### src/rtl/cordic_quadrant_fold_if.sv
// Request/result and core-side handshake bundle for cordic_quadrant_fold.
// The slave modport is the fold stage; the master modport is its environment (requester and core).
interface cordic_quadrant_fold_if;
   logic        start;
   logic [15:0] phase;
   logic        busy;
   logic [15:0] sine;
   logic        done;
   logic        err;
   logic [15:0] core_angle;
   logic        core_start;
   logic [15:0] core_sine;
   logic        core_done;

   modport master (
      output start, phase, core_sine, core_done,
      input  busy, sine, done, err, core_angle, core_start
   );

   modport slave (
      input  start, phase, core_sine, core_done,
      output busy, sine, done, err, core_angle, core_start
   );
endinterface

### src/rtl/cordic_quadrant_fold.sv
// Quadrant fold / unfold stage around a sine CORDIC core: full-circle phase in, Q1.15 sine out.
// Optional core-latency watchdog enabled by defining QFOLD_TIMEOUT_EN.
module cordic_quadrant_fold #(
   parameter logic [15:0] K_PI_HALF = 16'h6488
`ifdef QFOLD_TIMEOUT_EN
   , parameter int unsigned TIMEOUT_CYCLES = 32'd64
`endif
) (
   input logic                     clk,
   input logic                     rst_n,
   cordic_quadrant_fold_if.slave   bus
);

   typedef enum logic [2:0] {
      ST_IDLE   = 3'd0,
      ST_MUL    = 3'd1,
      ST_LAUNCH = 3'd2,
      ST_WAIT   = 3'd3,
      ST_FIX    = 3'd4
   } state_t;

   // Quadrants 1 and 3 run backwards, so their residue is measured from the next axis.
   function automatic logic [14:0] fold_residue(input logic [15:0] ph);
      logic [14:0] r;
      r = {1'b0, ph[13:0]};
      if (ph[14]) begin
         fold_residue = 15'h4000 - r;
      end else begin
         fold_residue = r;
      end
   endfunction

   function automatic logic [15:0] scale_angle(input logic [14:0] res);
      scale_angle = 16'(({15'd0, res} * {14'd0, K_PI_HALF}) >> 14);
   endfunction

   // -(-1.0) is not representable in Q1.15, so it clamps to the largest positive value.
   function automatic logic [15:0] apply_sign(input logic neg, input logic [15:0] v);
      if (!neg) begin
         apply_sign = v;
      end else if (v == 16'h8000) begin
         apply_sign = 16'h7FFF;
      end else begin
         apply_sign = 16'h0000 - v;
      end
   endfunction

   state_t      state_r, state_s;
   logic [14:0] res_r, res_s;
   logic        neg_r, neg_s;
   logic [15:0] angle_r, angle_s;
   logic [15:0] sine_r, sine_s;
   logic        core_start_r, core_start_s;
   logic        done_r, done_s;
   logic        busy_r, busy_s;
   logic        timeout_s;

`ifdef QFOLD_TIMEOUT_EN
   logic [7:0]  cnt_r, cnt_s;
   logic        err_r, err_s;

   // Watchdog counter: cleared while launching, counts every cycle spent in WAIT.
   always_comb begin
      cnt_s = cnt_r;
      if (state_r == ST_LAUNCH) begin
         cnt_s = 8'd0;
      end else if (state_r == ST_WAIT) begin
         cnt_s = cnt_r + 8'd1;
      end else begin
         cnt_s = cnt_r;
      end
   end

   assign timeout_s = (state_r == ST_WAIT) && (cnt_r == 8'(TIMEOUT_CYCLES - 32'd1));

   // Watchdog counter and error flag registers.
   always_ff @(posedge clk or negedge rst_n) begin
      if (!rst_n) begin
         cnt_r <= 8'd0;
         err_r <= 1'b0;
      end else begin
         cnt_r <= cnt_s;
         err_r <= err_s;
      end
   end

   assign bus.err = err_r;
`else
   assign timeout_s = 1'b0;
   assign bus.err   = 1'b0;
`endif

   // FSM state register.
   always_ff @(posedge clk or negedge rst_n) begin
      if (!rst_n) begin
         state_r <= ST_IDLE;
      end else begin
         state_r <= state_s;
      end
   end

   // FSM next-state logic.
   always_comb begin
      state_s = state_r;
      case (state_r)
         ST_IDLE: begin
            if (bus.start) begin
               state_s = ST_MUL;
            end else begin
               state_s = ST_IDLE;
            end
         end
         ST_MUL:    state_s = ST_LAUNCH;
         ST_LAUNCH: state_s = ST_WAIT;
         ST_WAIT: begin
            if (bus.core_done || timeout_s) begin
               state_s = ST_FIX;
            end else begin
               state_s = ST_WAIT;
            end
         end
         ST_FIX:    state_s = ST_IDLE;
         default:   state_s = ST_IDLE;
      endcase
   end

   // FSM output logic: next values of the registered outputs and latched operands.
   always_comb begin
      res_s        = res_r;
      neg_s        = neg_r;
      angle_s      = angle_r;
      sine_s       = sine_r;
      core_start_s = 1'b0;
      done_s       = 1'b0;
      busy_s       = (state_s != ST_IDLE);
`ifdef QFOLD_TIMEOUT_EN
      err_s        = err_r;
`endif
      case (state_r)
         ST_IDLE: begin
            if (bus.start) begin
               res_s = fold_residue(bus.phase);
               neg_s = bus.phase[15];
`ifdef QFOLD_TIMEOUT_EN
               err_s = 1'b0;
`endif
            end else begin
               res_s = res_r;
            end
         end
         ST_MUL: begin
            angle_s      = scale_angle(res_r);
            core_start_s = 1'b1;
         end
         ST_WAIT: begin
            if (bus.core_done) begin
               sine_s = apply_sign(neg_r, bus.core_sine);
               done_s = 1'b1;
            end else if (timeout_s) begin
               sine_s = 16'h0000;
               done_s = 1'b1;
`ifdef QFOLD_TIMEOUT_EN
               err_s  = 1'b1;
`endif
            end else begin
               done_s = 1'b0;
            end
         end
         ST_LAUNCH, ST_FIX: begin
            core_start_s = 1'b0;
         end
         default: begin
            core_start_s = 1'b0;
         end
      endcase
   end

   // Datapath and output registers.
   always_ff @(posedge clk or negedge rst_n) begin
      if (!rst_n) begin
         res_r        <= 15'd0;
         neg_r        <= 1'b0;
         angle_r      <= 16'h0000;
         sine_r       <= 16'h0000;
         core_start_r <= 1'b0;
         done_r       <= 1'b0;
         busy_r       <= 1'b0;
      end else begin
         res_r        <= res_s;
         neg_r        <= neg_s;
         angle_r      <= angle_s;
         sine_r       <= sine_s;
         core_start_r <= core_start_s;
         done_r       <= done_s;
         busy_r       <= busy_s;
      end
   end

   assign bus.busy       = busy_r;
   assign bus.sine       = sine_r;
   assign bus.done       = done_r;
   assign bus.core_angle = angle_r;
   assign bus.core_start = core_start_r;

endmodule

### src/flat_wrapper.sv
// flat-port wrapper written by rule: the top's interface ports become plain ports
module cordic_quadrant_fold_flat 
#(
   parameter logic [15:0] K_PI_HALF = 16'h6488

)
  (clk, rst_n, bus_start, bus_phase, bus_core_sine, bus_core_done, bus_busy, bus_sine, bus_done, bus_err, bus_core_angle, bus_core_start);
  cordic_quadrant_fold_if bus_i ();
  input logic clk;
  input logic rst_n;
  input wire logic [$bits(bus_i.start)-1:0] bus_start;
  input wire logic [$bits(bus_i.phase)-1:0] bus_phase;
  input wire logic [$bits(bus_i.core_sine)-1:0] bus_core_sine;
  input wire logic [$bits(bus_i.core_done)-1:0] bus_core_done;
  output wire logic [$bits(bus_i.busy)-1:0] bus_busy;
  output wire logic [$bits(bus_i.sine)-1:0] bus_sine;
  output wire logic [$bits(bus_i.done)-1:0] bus_done;
  output wire logic [$bits(bus_i.err)-1:0] bus_err;
  output wire logic [$bits(bus_i.core_angle)-1:0] bus_core_angle;
  output wire logic [$bits(bus_i.core_start)-1:0] bus_core_start;
  assign bus_i.start = bus_start;
  assign bus_i.phase = bus_phase;
  assign bus_i.core_sine = bus_core_sine;
  assign bus_i.core_done = bus_core_done;
  assign bus_busy = bus_i.busy;
  assign bus_sine = bus_i.sine;
  assign bus_done = bus_i.done;
  assign bus_err = bus_i.err;
  assign bus_core_angle = bus_i.core_angle;
  assign bus_core_start = bus_i.core_start;
  cordic_quadrant_fold #(.K_PI_HALF(K_PI_HALF)) u_core (.clk(clk), .rst_n(rst_n), .bus(bus_i));
endmodule
### config.mk
export PLATFORM = sky130hd
export DESIGN_NAME = cordic_quadrant_fold_flat
export DESIGN_NICKNAME = d
export VERILOG_FILES = /design/src/rtl/cordic_quadrant_fold_if.sv /design/src/rtl/cordic_quadrant_fold.sv /design/src/flat_wrapper.sv
export SDC_FILE = /design/constraint.sdc
export NUM_CORES = 1
export LEC_CHECK = 0
export ABC_AREA = 1
export BUFFER_PORTS_ARGS = -buffer_cell sky130_fd_sc_hd__clkbuf_2
export CAP_MARGIN = 10
export CORE_UTILIZATION = 23
export DETAILED_ROUTE_END_ITERATION = 8
export GPL_ROUTABILITY_DRIVEN = 0
export PLACE_DENSITY_LB_ADDON = 0.25
export SETUP_SLACK_MARGIN = 0.1
export SLEW_MARGIN = 20
export SYNTH_ARGS = -nofsm -noshare
export SYNTH_HDL_FRONTEND = slang
export SYNTH_SLANG_ARGS = --single-unit
### constraint.sdc
create_clock -name clk -period 5.8 [get_ports clk]
set_input_delay 0.87 -clock clk [delete_from_list [all_inputs] [get_ports clk]]
set_output_delay 0.87 -clock clk [all_outputs]
set_load 0.005 [all_outputs]
==> results.toml, run 1 <==
[synth]
synth_most_common_cell = "nand2_1"
synth-main-ff-cell = "dfrtp_1"
synth_cells = 676
synth_top_area_cell = "dfrtp_1"
ys_seq_area_frac = 0.253
synth_edf_count = 0
syn_nets = 822
synthArstFlopShare = 1.00
ys_ff_latch = 54
yosys-top-cells-count = "nand2_1, inv_1, ha_1"
synth_area_leaders = "dfrtp_1, ha_1, nand2_1"
synth_warnings = 0
synth_top_cell_area_share = 0.253
netlist_area_mm2 = 0.00535
avgSynthCellArea_um2 = 7.91
ys_types = 42

[cts]
htree_levels = 2
cts_hold_buffers = 0
clk_pin_slew_worst_paths_ps = 80
cts_resized = 0
cts_buffers = 5
insertion_delay_ps = 310
cts_tree = "yes"
cts_sinks = 54
clk_path_buf_depth = 2
post_cts_buffers = 0
cts_root_buffer = "clkbuf_16"

[floorplan]
die_w_um = 154
initial_core_util = 0.235
die_h_um = 154
boundaryPins = 72
num_rows = 55
die-area_mm2 = 0.0239
core-area_mm2 = 0.0227

[sta]
relSlewSlack = 0.436
finalClockSkew_ps = 13.0
finalSetupTns_ps = 0
final-hold-violation-count = 0
max_clock_freq_ghz = 0.241
setup_violations = 0
finalMaxSlewViolations = 0
hold_ws_ps = 484
min_period_over_period = 0.716
worstMarginPinSlew_ps = 843
rsz0062_at_grt = "false"
min_period_ps = 4160

[routing]
first_pass_iters = 4
antenna_left = 0
drc = 0
drtIter0Drc = 168
wirelength_mm = 13.4
wl_per_cell_um = 13.0
via_per_inst = 4.23
num_vias = 4363

[grt]
grt_overflow = 0
grt_pass1_vias = 4344
grt_use_total = 0.118
grt_antenna_before_repair = 0
grt_max_degree = 55
grt_pass1_wl_mm = 22.6

[place]
io_buffer_count = 70
dp_hpwl_mm = 11.1

[critical_path]
cpMaxStageDelayCell = "fa_1"
reg2reg_from = "u_core.res_r[2]$_DFFE_PN0P_"
reg2reg_depth = 16
worst-setup-path-type = "flop to flop"
cpPeakStageDelay_ps = 540
cp-start-kind = "flop"
crit_fanout = 5
worst_ep_arrival_time_ps = 4360
path_cells = "ha_1 > inv_1 > fa_1 > inv_1 > fa_1 > fa_1 > ha_1 > ha_1 > a21oi_1 > o21ai_0 > a21oi_1 > inv_1 > nand2_1 > nand3b_1 > nand3_1 > nand2_1"
r2r-end = "u_core.bus.core_angle[6]$_DFFE_PN0P_"
crit_required_ps = 6010
r2r_slack_ps = 1640
cp-end-kind = "flop"

[job]
max_cap_violations = 0

[finish]
num-nets-final = 891
drive_gt1_frac = 0.155
area_growth_syn_to_layout_pct = 15.4
n_antenna_cell = 0

[min_path]
min_path_cells = 2
min_from = "u_core.bus.sine[15]$_DFFE_PN0P_"
hp-class = "flop to flop"
hold_end = "u_core.bus.sine[15]$_DFFE_PN0P_"

[status]
status = "complete, no violations"
[worst max-delay path, delay by kind of cell, from the launching register on]
family	cells	cell delay, ps
adder cells (fa/ha/maj)	6	2460
AO/OA/AOI/OAI	3	610
flip-flops	1	470
AND/OR/NAND/NOR	4	320
buffers and inverters	3	200
[through the flow]
step	cells	cell area, um2	util	setup slack, ps
5_1_grt	1031	6170	0.272	1370
4_1_cts	1031	6170	0.272	1630
3_5_place_dp	1023	6020	0.265	1670
6_report	1031	6170	0.272	1640
3_3_place_gp	1023	6020	0.265	1600
2_1_floorplan	676	5350	-	2070
[registers in the layout, summed over array words and instances (netlist names)]
signal	count
u_core.bus.core_angle	16
u_core.bus.sine	16
u_core.res_r	15
u_core.state_r	3
u_core.bus.busy	1
u_core.bus.core_start	1
u_core.bus.done	1
u_core.neg_r	1
[metal layers]
metal  up-vias  part of all wire  GRT usage
met3         9             0.028     0.0171
met4         0             0.010     0.0236
met1      1985              0.54      0.178
met2        50              0.42      0.177
met5         -                 0          0
li1       2319                 -          -
[layout by cell type, fill, tap and decap left out, types with 4 or more instances in the layout]
master	instances
o22ai_1	5
fa_1	25
xor2_1	15
a21oi_1	31
a21oi_2	5
o21ai_1	5
dfrtp_1	54
inv_1	109
inv_2	7
nand2_1	141
ha_1	85
clkbuf_16	5
xnor2_1	8
clkbuf_2	70
nand2_2	5
nor2_1	51
nand3_1	38
or2_2	4
nand4_1	10
o21ai_0	33
[cell type report]
cell class                      instances  area [um2]
Clock buffer                            5         125
Multi-Input combinational cell        495        3500
Clock inverter                          3        28.8
Timing Repair Buffer                   73         373
Tap cell                              285         357
Fill cell                            2504       16500
Inverter                              116         435
Sequential cell                        54        1350
[cell families (layout without fill, tap and decap cells)]
logic type	after synthesis	after routing	synth area share
AND/OR/NAND/NOR	269	269	0.225
buffers and inverters	127	197	0.0922
adder cells (fa/ha/maj)	110	110	0.293
AO/OA/AOI/OAI	92	92	0.0988
flip-flops	54	54	0.253
XOR/XNOR	23	23	0.0377
other	1	1	0.000702
[worst max path at each step]
| stage | from | slack (ps) | endpoint |
|---|---|---|---|
| floorplan | u_core.res_r[1]$_DFFE_PN0P_ | 2070 | u_core.bus.core_angle[6]$_DFFE_PN0P_ |
| global placement | u_core.res_r[2]$_DFFE_PN0P_ | 1600 | u_core.bus.core_angle[6]$_DFFE_PN0P_ |
| detailed placement | u_core.res_r[2]$_DFFE_PN0P_ | 1670 | u_core.bus.core_angle[10]$_DFFE_PN0P_ |
| CTS | u_core.res_r[2]$_DFFE_PN0P_ | 1630 | u_core.bus.core_angle[6]$_DFFE_PN0P_ |
| global route | u_core.res_r[1]$_DFFE_PN0P_ | 1370 | u_core.bus.core_angle[6]$_DFFE_PN0P_ |
| finish | u_core.res_r[2]$_DFFE_PN0P_ | 1640 | u_core.bus.core_angle[6]$_DFFE_PN0P_ |
Power of run 1 is left out: the tool's default activity adds up to more than one toggle a clock period on the data nets, which glitch-free logic cannot reach.
==> run 2: changes to the inputs <==
==> constraint.sdc (replaced) <==
create_clock -name clk -period 3.8 [get_ports clk]
set_input_delay 0.57 -clock clk [delete_from_list [all_inputs] [get_ports clk]]
set_output_delay 0.57 -clock clk [all_outputs]
set_load 0.005 [all_outputs]
==> run 2 against run 1 <==
  * Die area did not move
  * Sequential share of layout area fell by 3.2 points
  * First-iteration DRC count is 21% lower
  * Register-to-register slack got worse by 1600 ps
  * Utilization increased by 4.7 points
  * Routed wire length is 6.0% higher
  * Global-route usage increased by 0.41 points
  * Via count grew 7.6%
  * Hold slack got worse by 260 ps
  * Clock skew shrank 7.3 ps
  * Critical path type unchanged
  * Largest cell class unchanged
==> results.toml, run 2 (synthesized netlist as in run 1, its figures left out) <==
[finish]
regArea_mm2 = 0.00136
area_growth_syn_to_layout_pct = 35.5
n_antenna_cell = 0
fillers = 2482
num-nets-final = 953
drive_gt1_frac = 0.323
fin_area_mm2 = 0.00724
final_common_cell = "nand2_1"
multi_input_area_mm2 = 0.00409
final_cell_mix = "nand2_1, inv_1, clkbuf_2, buf_4, ha_1"

[routing]
num_vias = 4694
antenna_left = 0
drtIter0Drc = 132
wl_per_cell_um = 13.0
first_pass_iters = 4
wirelength_mm = 14.2
via_per_inst = 4.29
drc = 0

[floorplan]
boundaryPins = 72
die-area_mm2 = 0.0239
die_w_um = 154
num_rows = 55
core-area_mm2 = 0.0227
die_h_um = 154
initial_core_util = 0.235

[critical_path]
r2r_slack_ps = 80
crit_fanout = 4
reg2reg_depth = 14
cp-startpoint = "u_core.res_r[4]$_DFFE_PN0P_"
cp-start-kind = "flop"
cp-end-kind = "flop"
r2r-end = "u_core.bus.core_angle[14]$_DFFE_PN0P_"
worst_ep_arrival_time_ps = 3920
worst-setup-path-type = "flop to flop"
crit_required_ps = 4000
reg2reg_from = "u_core.res_r[4]$_DFFE_PN0P_"

[cts]
cts_sinks = 54
cts_hold_buffers = 0
clk_pin_slew_worst_paths_ps = 80
cts_tree = "yes"
htree_levels = 2
cts_root_buffer = "clkbuf_16"
cts_buffers = 5
clk_path_buf_depth = 2
insertion_delay_ps = 310

[grt]
grt_max_degree = 37
grt_antenna_before_repair = 0
grt_pass1_vias = 4682
grt_overflow = 0
grt_use_total = 0.122
grt_pass1_wl_mm = 23.4

[sta]
rsz0062_at_grt = "true"
finalClockSkew_ps = 5.75
min_period_over_period = 0.978
final-hold-violation-count = 0
relSlewSlack = 0.647
setup_violations = 0
min_period_ps = 3720
finalMaxSlewViolations = 0
worstMarginPinSlew_ps = 530
layout_setup_ws_ps = 82.9
max_clock_freq_ghz = 0.269

[job]
max_cap_violations = 0

[status]
status = "complete, no violations"

[min_path]
hp-class = "primary input to async pin"

[place]
io_buffer_count = 70
placed_area_mm2 = 0.00643
dp_hpwl_mm = 11.6
pre_cts_slack_ps = -158
-- run 2: cell count changes in the layout (fill, tap and decap cells not counted), moves of 10 or more --
cell,previous run,this run
nand2_1,141,128
o21ai_0,33,22
nand2_2,5,15
nor2_1,51,41
ha_4,0,26
ha_1,85,59
buf_4,3,61
a21oi_2,5,15
a21oi_1,31,17
-- run 2: critical path: stages, from the launching register on --
cell	delay, ps
dfrtp_1	420
ha_1	330
fa_1	480
fa_1	530
fa_1	450
ha_4	300
ha_4	230
a21oi_4	200
buf_4	140
o21a_1	150
nand2_1	70
nand2_1	90
nand4_1	90
nand3_1	90
nand2_1	50
-- run 2: final cells by class --
cell class,instances,area share
clock buffers,5,0.0173
flip-flops and latches,54,0.187
repair buffers,135,0.118
multi-input cells,495,0.565
inverters,116,0.0601
clock inverters,3,0.00328
well taps,285,0.0492
-- run 2: metal layers --
| metal | GRT usage | vias to the layer above | part of all wire |
|---|---|---|---|
| met5 | 0 | - | 0 |
| met2 | 0.193 | 52 | 0.45 |
| met3 | 0.0168 | 7 | 0.022 |
| met1 | 0.177 | 2184 | 0.52 |
| li1 | - | 2451 | - |
| met4 | 0.0255 | 0 | 0.0086 |
-- run 2: worst max-delay path by stage --
stage	slack, ps	cells past startpoint	to
after CTS	40	14	u_core.bus.core_angle[12]$_DFFE_PN0P_
after floorplan	130	16	u_core.bus.core_angle[6]$_DFFE_PN0P_
final	80	14	u_core.bus.core_angle[14]$_DFFE_PN0P_
after global routing	-90	16	u_core.bus.core_angle[15]$_DFFE_PN0P_
after global placement	-150	14	u_core.bus.core_angle[8]$_DFFE_PN0P_
after detailed placement	-160	14	u_core.bus.core_angle[8]$_DFFE_PN0P_
-- run 2: repair_timing --
| action | CTS | global route |
|---|---|---|
| endpoints found under the setup margin | 15 | 15 |
| gates resized for setup | 56 | 55 |
| endpoints found under the hold margin | 0 | 0 |
| pin swaps | 24 | 16 |
| setup buffers | 4 | 4 |
| cloned | 0 | 0 |
-- run 2: through the flow --
| step | instances | util | TNS, ps | hold slack, ps |
|---|---|---|---|---|
| after CTS | 1089 | 0.306 | 0 | 264 |
| after global routing | 1093 | 0.319 | -445 | 284 |
| after global placement | 1077 | 0.283 | -1210 | 464 |
| after detailed placement | 1077 | 0.283 | -1280 | 468 |
| final | 1093 | 0.319 | 0 | 220 |
| after floorplan | 676 | - | 0 | 274 |
Power of run 2 is left out for the same reason.
==> run 3: changes to the inputs <==
--- a/config.mk
+++ b/config.mk
@@ -5,7 +5,6 @@
 export SDC_FILE = /design/constraint.sdc
 export NUM_CORES = 1
 export LEC_CHECK = 0
-export ABC_AREA = 1
 export BUFFER_PORTS_ARGS = -buffer_cell sky130_fd_sc_hd__clkbuf_2
 export CAP_MARGIN = 10
 export CORE_UTILIZATION = 23
==> run 3 against run 2 <==
  * The run now ends with negative setup slack left
  * Flip-flop and latch count is the same
  * Utilization shrank 0.92 points
  * Critical path depth grew 1
  * Synthesized area shrank 4.1%
  * Setup slack lost 280 ps
  * Fmax shrank 7.1%
  * Sequential share of layout area grew 1.3 points
==> results.toml, run 3 <==
[grt]
met3_usage = 0.0208
grt_pass1_vias = 4091
met2_usage = 0.182
grt_use_total = 0.116
grt_antenna_before_repair = 0
grt-busiest-layer = "met2"
grt_max_degree = 38
grt_overflow = 0
use_met1 = 0.163
grt_pass1_wl_mm = 20.7

[synth]
netlist_area_mm2 = 0.00513
synth_warnings = 0
ys_seq_area_frac = 0.264
yosys-top-cells-count = "ha_1, inv_1, dfrtp_1"
avgSynthCellArea_um2 = 8.99
ys_ff_latch = 54
synth_area_leaders = "dfrtp_1, ha_1, fa_1"
synth_top_cell_area_share = 0.264
synth_most_common_cell = "ha_1"
synthArstFlopShare = 1.00
synth-main-ff-cell = "dfrtp_1"
synth_top_area_cell = "dfrtp_1"
syn_nets = 716
ys_types = 63
synth_cells = 570
synth_edf_count = 0

[place]
dp_hpwl_mm = 10.4
placed_area_mm2 = 0.00639
io_buffer_count = 70

[min_path]
hp-class = "primary input to async pin"

[sta]
finalClockSkew_ps = 5.30
min_period_ps = 4000
setup_violations = 10
rsz0062_at_grt = "true"
hold_ws_ps = 293
finalMaxSlewViolations = 0
layout_setup_ws_ps = -200
final-hold-violation-count = 0
min_period_over_period = 1.05
worstMarginPinSlew_ps = 714
relSlewSlack = 0.524
finalSetupTns_ps = -1280
max_clock_freq_ghz = 0.250

[cts]
clk_pin_slew_worst_paths_ps = 70
clk_path_buf_depth = 2
cts_root_buffer = "clkbuf_16"
insertion_delay_ps = 300
cts_sinks = 54
cts_hold_buffers = 0
cts_buffers = 5
cts_tree = "yes"
htree_levels = 2

[critical_path]
cp-end-kind = "flop"
cpPeakStageDelay_ps = 520
cp.depth = 15
cpMaxStageDelayCell = "fa_2"
cp-start-kind = "flop"
crit_fanout = 4
path_cells = "ha_1 > inv_1 > fa_1 > inv_1 > fa_2 > fa_1 > ha_4 > ha_4 > nand3_2 > or2_4 > o211ai_1 > buf_4 > a31oi_1 > xor2_1 > o21ai_0"
crit_buf_inv = 3
critical-path-top-delay-family = "adder cells"
crit_required_ps = 3970
reg2reg_depth = 15
worst-setup-path-type = "flop to flop"
worst_ep_arrival_time_ps = 4170

[finish]
final_core_util = 0.310
fin_area_mm2 = 0.00676
final_cell_mix = "inv_1, clkbuf_2, ha_1, buf_4, dfrtp_1"
num-nets-final = 838
final_common_cell = "inv_1"
n_antenna_cell = 0
area_growth_syn_to_layout_pct = 31.9
drive_gt1_frac = 0.287

[routing]
antenna_left = 0
wl_per_cell_um = 13.1
wirelength_mm = 12.7
first_pass_iters = 4
via_per_inst = 4.32
num_vias = 4205
drtIter0Drc = 158
drc = 0

[floorplan]
core-area_mm2 = 0.0218
die-area_mm2 = 0.0229
die_w_um = 151
num_rows = 54
boundaryPins = 72
die_h_um = 151
initial_core_util = 0.235

[job]
max_cap_violations = 0

[status]
violations = "negative setup slack"
status = "complete, but fails checks"
==> run 3: per-stage QoR <==
step / setup WS [ps] / cells
after floorplan: -43.7 / 570
after global placement: -188 / 956
after detailed placement: -222 / 956
after CTS: -188 / 968
after global routing: -335 / 973
final: -200 / 973
==> run 3: cell families after synthesis <==
family	count (synthesis)	synth area share
simple gates	143	0.134
compound gates	132	0.160
fa+ha+maj	110	0.305
buf+inv	91	0.0676
flops	54	0.264
xor+xnor	33	0.0564
mux	6	0.0124
other cells	1	0.000732
==> run 3: repair_timing <==
item	CTS	global route
endpoints found under the setup margin	15	16
gates resized for setup	7	30
buffers inserted	4	5
pin swaps	8	16
==> run 3: worst paths after layout <==
path | end | slack (ps) | start
worst max-delay path | u_core.bus.core_angle[14]$_DFFE_PN0P_ | -200 | u_core.res_r[2]$_DFFE_PN0P_
worst min-delay path | u_core.bus.sine[11]$_DFFE_PN0P_ | 290 | rst_n
worst max register to register | u_core.bus.core_angle[14]$_DFFE_PN0P_ | -200 | u_core.res_r[2]$_DFFE_PN0P_
worst min register to register | u_core.bus.core_angle[6]$_DFFE_PN0P_ | 480 | u_core.bus.core_angle[6]$_DFFE_PN0P_
max in group asynchronous | u_core.bus.busy$_DFF_PN0_ | 2850 | rst_n
min in group clk | u_core.bus.core_angle[6]$_DFFE_PN0P_ | 480 | u_core.bus.core_angle[6]$_DFFE_PN0P_
==> run 3: final cells by class <==
class | instances | area (um2)
fill | 2320 | 15100
multi-input combinational | 425 | 3800
sequential | 54 | 1360
timing repair buffer | 132 | 826
tap | 280 | 350
inverter | 74 | 278
clock buffer | 7 | 143
clock inverter | 1 | 5.00
==> run 3: worst reg2reg max path: cells and delay by family, from the launching register on <==
kind                       cells  cell delay (ps)
buffers and inverters          3              240
AOI/OAI and AO/OA              3              440
adders and majority gates      6             2270
DFF                            1              410
and+or+nand+nor                2              320
xor gates and xnor gates       1              180
==> run 3: layer usage <==
metal | vias up | part of all wire
li1 | 2219 | -
met1 | 1938 | 0.51
met2 | 41 | 0.46
met3 | 7 | 0.030
met4 | 0 | 0.0094
met5 | - | 0
Power of run 3 is left out for the same reason.
